--- src/rtl/lms_iq_deinterleaver.sv ---
// lms_iq_deinterleaver: recovers parallel I/Q pairs from the LMS
// 12-bit interleaved bus, with IQSEL lock tracking and slip counting.
module lms_iq_deinterleaver #(
  parameter int   WIDTH      = 12,
  parameter int   LOCK_COUNT = 8,
  parameter logic I_LEVEL    = 1'b1
) (
  input  logic             clk,
  input  logic             rst,
  input  logic             iqsel,
  input  logic [WIDTH-1:0] data,
  input  logic             clear_err,
  output logic [WIDTH-1:0] i_out,
  output logic [WIDTH-1:0] q_out,
  output logic             strobe,
  output logic             locked,
  output logic [15:0]      err_count
);

  typedef enum logic [1:0] {
    ST_HUNT,
    ST_CHECK,
    ST_LOCK
  } state_t;

  localparam logic [7:0] LAST = 8'(LOCK_COUNT - 1);

  logic             s_sel;
  logic             p_sel;
  logic [WIDTH-1:0] s_dat;
  logic [WIDTH-1:0] i_hold;
  state_t           state;
  state_t           state_n;
  logic [7:0]       cnt;
  logic [7:0]       cnt_n;
  logic             alt;
  logic             err_inc;
  logic             pair_ok;

  assign alt     = s_sel ^ p_sel;
  assign pair_ok = (state == ST_LOCK) && alt
                   && (s_sel != I_LEVEL);

  // register the bus and keep the previous framing bit and last I word
  always_ff @(posedge clk or posedge rst) begin
    if (rst) begin
      s_sel  <= 1'b0;
      p_sel  <= 1'b0;
      s_dat  <= '0;
      i_hold <= '0;
    end else begin
      s_sel <= iqsel;
      s_dat <= data;
      p_sel <= s_sel;
      if (s_sel == I_LEVEL)
        i_hold <= s_dat;
    end
  end

  // lock FSM next state: count alternations, drop on any repeat
  always_comb begin
    state_n = state;
    cnt_n   = cnt;
    err_inc = 1'b0;
    unique case (state)
      ST_HUNT: begin
        if (alt) begin
          state_n = ST_CHECK;
          cnt_n   = 8'd1;
        end
      end
      ST_CHECK: begin
        if (!alt) begin
          state_n = ST_HUNT;
          cnt_n   = 8'd0;
        end else if (cnt == LAST) begin
          state_n = ST_LOCK;
        end else begin
          cnt_n = cnt + 8'd1;
        end
      end
      ST_LOCK: begin
        if (!alt) begin
          state_n = ST_HUNT;
          cnt_n   = 8'd0;
          err_inc = 1'b1;
        end
      end
      default: begin
        state_n = ST_HUNT;
        cnt_n   = 8'd0;
      end
    endcase
  end

  // lock FSM state, good-alternation count and lock flag
  always_ff @(posedge clk or posedge rst) begin
    if (rst) begin
      state  <= ST_HUNT;
      cnt    <= 8'd0;
      locked <= 1'b0;
    end else begin
      state  <= state_n;
      cnt    <= cnt_n;
      locked <= (state_n == ST_LOCK);
    end
  end

  // emit a pair when a Q word follows an I word while locked
  always_ff @(posedge clk or posedge rst) begin
    if (rst) begin
      i_out  <= '0;
      q_out  <= '0;
      strobe <= 1'b0;
    end else begin
      strobe <= pair_ok;
      if (pair_ok) begin
        i_out <= i_hold;
        q_out <= s_dat;
      end
    end
  end

  // saturating slip counter, clear wins over a same-cycle slip
  always_ff @(posedge clk or posedge rst) begin
    if (rst) begin
      err_count <= 16'd0;
    end else if (clear_err) begin
      err_count <= 16'd0;
    end else if (err_inc && (err_count != 16'hFFFF)) begin
      err_count <= err_count + 16'd1;
    end
  end

endmodule
--- config.mk ---
export PLATFORM = sky130hd
export DESIGN_NAME = lms_iq_deinterleaver
export DESIGN_NICKNAME = d
export VERILOG_FILES = /design/src/rtl/lms_iq_deinterleaver.sv
export SDC_FILE = /design/constraint.sdc
export NUM_CORES = 1
export LEC_CHECK = 0
export CAP_MARGIN = 0
export CORE_MARGIN = 5
export CORE_UTILIZATION = 40
export CTS_CLUSTER_DIAMETER = 80
export DETAILED_ROUTE_END_ITERATION = 6
export DONT_BUFFER_PORTS = 1
export PLACE_DENSITY = 0.62
export SYNTH_ARGS = -nofsm -noshare
export SYNTH_HDL_FRONTEND = slang
export SYNTH_SLANG_ARGS = --single-unit
--- constraint.sdc ---
create_clock -name clk -period 2.2 [get_ports clk]
set_input_delay 0 -clock clk [delete_from_list [all_inputs] [get_ports clk]]
set_output_delay 0 -clock clk [all_outputs]
set_load 0.005 [all_outputs]
==> impl_results.md <==
* Synth Warn # at 0
* Largest net degree at the start of global routing at 50
* Share of cells above drive strength 1 at 24.73%
* Initial DRC count at 77
* CTS buffer count at 9
* Setup violations, final at 0
* Drt via density at 5.205
* Clk_lat worst skew at between 0.3 and 0.4 ns
* Core area at 7727 um^2
* Worst path arrival time at roughly 2.1 ns
* Leakage at 0.001693 uW
* Total gr overflow at 0
* DIE WIDTH at roughly 99 um
* Total track usage at between 10% and 20%
* GR Util met3 at 7.714%
* Via count at 1983
* Initial Utilization at 40.98%
* Seq/Total Area, Yosys at about three fifths
* CP top delay family: flip-flops
* Crit. End Element: flip-flop
* Met1 Resource Use GR at between 10% and 20%
* Rel. slew slack at 45.26%
* Post-Synth XOR/XNOR Area at 4.386%
* Root Driver: clkbuf_8
* Max Cap Violations at 0
* Die area at between 9000 and 10000 um^2
* Gpl congestion at around 0.8
* Initial antenna violation count at 0
* Dpl ws at 0.3372 ns
* Final Critical Period at 1.882 ns
* Fin crit share at 85.56%
* R2R depth at 6
* Final hold viol count at 0
* Post-synthesis mux area share at 13.95%
* Peak VDD IR at 0.4776 mV
* DR WL/cell at 15.73 um
* Clock skew at 0.01000 ns
* Rows at 32
* GRT busiest layer: met2
* Post-synthesis adder-cell area fraction at 0.7902%
* Post-synthesis cell count at approximately 250
* Clock buffer depth at 2
* RSZ-0062 raised after global routing: false
* H-tree levels at 3
* Max incr delay on CP at 0.47 ns
* Clock sinks at 78
* Remaining DRCs at 0
* Worst-margin pin slew at approximately 0.82 ns
* Main combinational cell family by area after synthesis: simple AND/OR/NAND/NOR gates
* Outcome: completed
* Port Buffers at 0
* CP max stage cell: dfrtp_1
* Synth Area in Simple Gates at approximately 14%
* Setup Fix Bufs, Post-CTS at 0
* Slew Viols, Final at 0
* Worst Path Class, Setup: reg2reg
* Setup WS post-layout at 0.3176 ns
* Asr flop ratio synth at 100.0%
* Synthesized area per cell at 12.87 um^2
* Die Y-Extent at 98.98 um
* #FFs+latches synth at 78
* Tightest Hold Check Type: in2reg
* Post-DRT Antenna Nets at 0
* Setup TNS at 0 ns
* CTS tree: done
* Layout area overhead at 16.79%
* Synth cell types at 40
* Met2 usage at about a fifth
* EDFF count, synth at 0
* Clock-pin slew on the worst setup and hold paths at approximately 0.08 ns
* Most used DFF post-synth: dfrtp_1
* First-pass DRT Iterations at 4
* Ant diodes at 0
* Critical path peak fanout at 5
* Crit path cell chain: ha_1 > and3_1 > nand2_1 > o211a_1 > nand4_1 > mux2_2
* Syn nets at roughly 260
* Power Dens Cells at 735.9 nW/um^2
* Worst path buffer plus inverter count at 0
* CP Launch Type: flip-flop
* Compound-cell area share of the yosys netlist at 3.635%
* Fmax at 0.5312 GHz
* Mapped Area at approximately 3200 um^2
* Required time worst endpoint at roughly 2.4 ns
* Hold Crit Depth at 1
* Post-DP HPWL at 4128 um
* I/O pin total at 58
* Detailed Route WL at roughly 6000 um
* Vias in the first global route at just over 2000
* Fillers at 677
* First-pass GRT wire length at ~10000 um
* Nets@finish at 292
* Crit path depth at 6
==> placed cells by master (no fill, tap or decap), types with 8 or more instances in the layout <==
cell and n:
and3_1 8, nand2_1 12, nor2_1 21, buf_4 9, dlygate4sd3_1 15, nand4_1 9
clkbuf_8 9, mux2_2 37, o21ai_0 8, dfrtp_1 78
==> report_power, final <==
part | internal (uW) | total [uW] | leakage [uW] | switching, uW
Combinational | 68.8 | 146 | 0.000574 | 76.8
Clock | 530 | 1060 | 0.0000933 | 531
Sequential | 1480 | 1520 | 0.00103 | 33.2
==> worst paths after layout <==
kind	endpoint	slack, ns	startpoint
worst max-delay path	err_count[3]	0.32	err_count[0]
worst max register to register	err_count[3]	0.32	err_count[0]
min in group asynchronous	strobe	0.23	rst
max in group asynchronous	i_hold[1]	1.23	rst
worst min register to register	q_out[3]	0.50	s_dat[3]
worst min-delay path	s_dat[9]	0.20	data[9]
==> metrics by stage <==
stage	utilization [%]	hold WS, ns	cell area [um^2]	total power (uW)	instances
after floorplan	-	0.03143	3167	1632	246
after global placement	43.39	0.03149	3353	1662	350
after detailed placement	43.39	0.03149	3353	1667	350
after CTS	47.86	0.1716	3699	2772	381
after global routing	47.86	0.1693	3699	2869	381
final	47.86	0.2018	3699	2722	381
==> layout make-up <==
| cell class | count | area [um^2] | share of cell area (%) |
|---|---|---|---|
| Clock buffer | 10 | 127.6 | 3.451 |
| Clock inverter | 6 | 67.56 | 1.827 |
| Inverter | 3 | 12.51 | 0.3383 |
| Multi-Input combinational cell | 157 | 1174 | 31.73 |
| Sequential cell | 78 | 1952 | 52.77 |
| Tap cell | 102 | 127.6 | 3.451 |
| Timing Repair Buffer | 25 | 237.7 | 6.428 |
==> synthesized netlist by cell type (2+ instances only) <==
cell type / count / area share (%)
nand4_1: 9 / 1.8
ha_1: 2 / 0.79
clkbuf_1: 4 / 0.47
and4_1: 3 / 0.83
and2_1: 3 / 0.59
nand3_1: 6 / 0.95
and3_1: 8 / 1.6
o21ai_0: 8 / 1.3
dfrtp_1: 78 / 62
mux2_2: 37 / 13
nand2_1: 12 / 1.4
xor2_1: 7 / 1.9
inv_1: 3 / 0.36
buf_2: 2 / 0.32
nor2b_1: 2 / 0.40
or3_1: 2 / 0.40
nor3_1: 7 / 1.1
nor2_1: 21 / 2.5
xnor2_1: 7 / 1.9
a21oi_1: 5 / 0.79
==> what timing repair did <==
action	in CTS	in global routing
resized for setup	0	0
hold buffers	15	0
hold endpoints to repair	76	0
setup endpoints to repair	0	0
==> sequential cells by signal (all words and copies together) (netlist names) <==
| signal | count |
|---|---|
| i_out | 12 |
| err_count | 16 |
| strobe | 1 |
| s_dat | 12 |
| p_sel | 1 |
| cnt | 8 |
| i_hold | 12 |
| state | 2 |
| q_out | 12 |
| locked | 1 |
| s_sel | 1 |
==> cell families (layout without fill, tap and decap cells) <==
family	Yosys count	count (layout)
AOI/OAI and AO/OA	19	19
xor gates and xnor gates	15	15
adders and majority gates	2	2
buffers and inverters	11	44
DFF	78	78
muxes	39	39
and+or+nand+nor	82	82
==> per-layer routing <==
layer | routed length, um | share of wire (%)
met1 | 2592 | 43
met2 | 2756 | 46
met3 | 603 | 10
met4 | 42 | 0.70
met5 | 0 | 0
(Power assumes the default switching activity.)
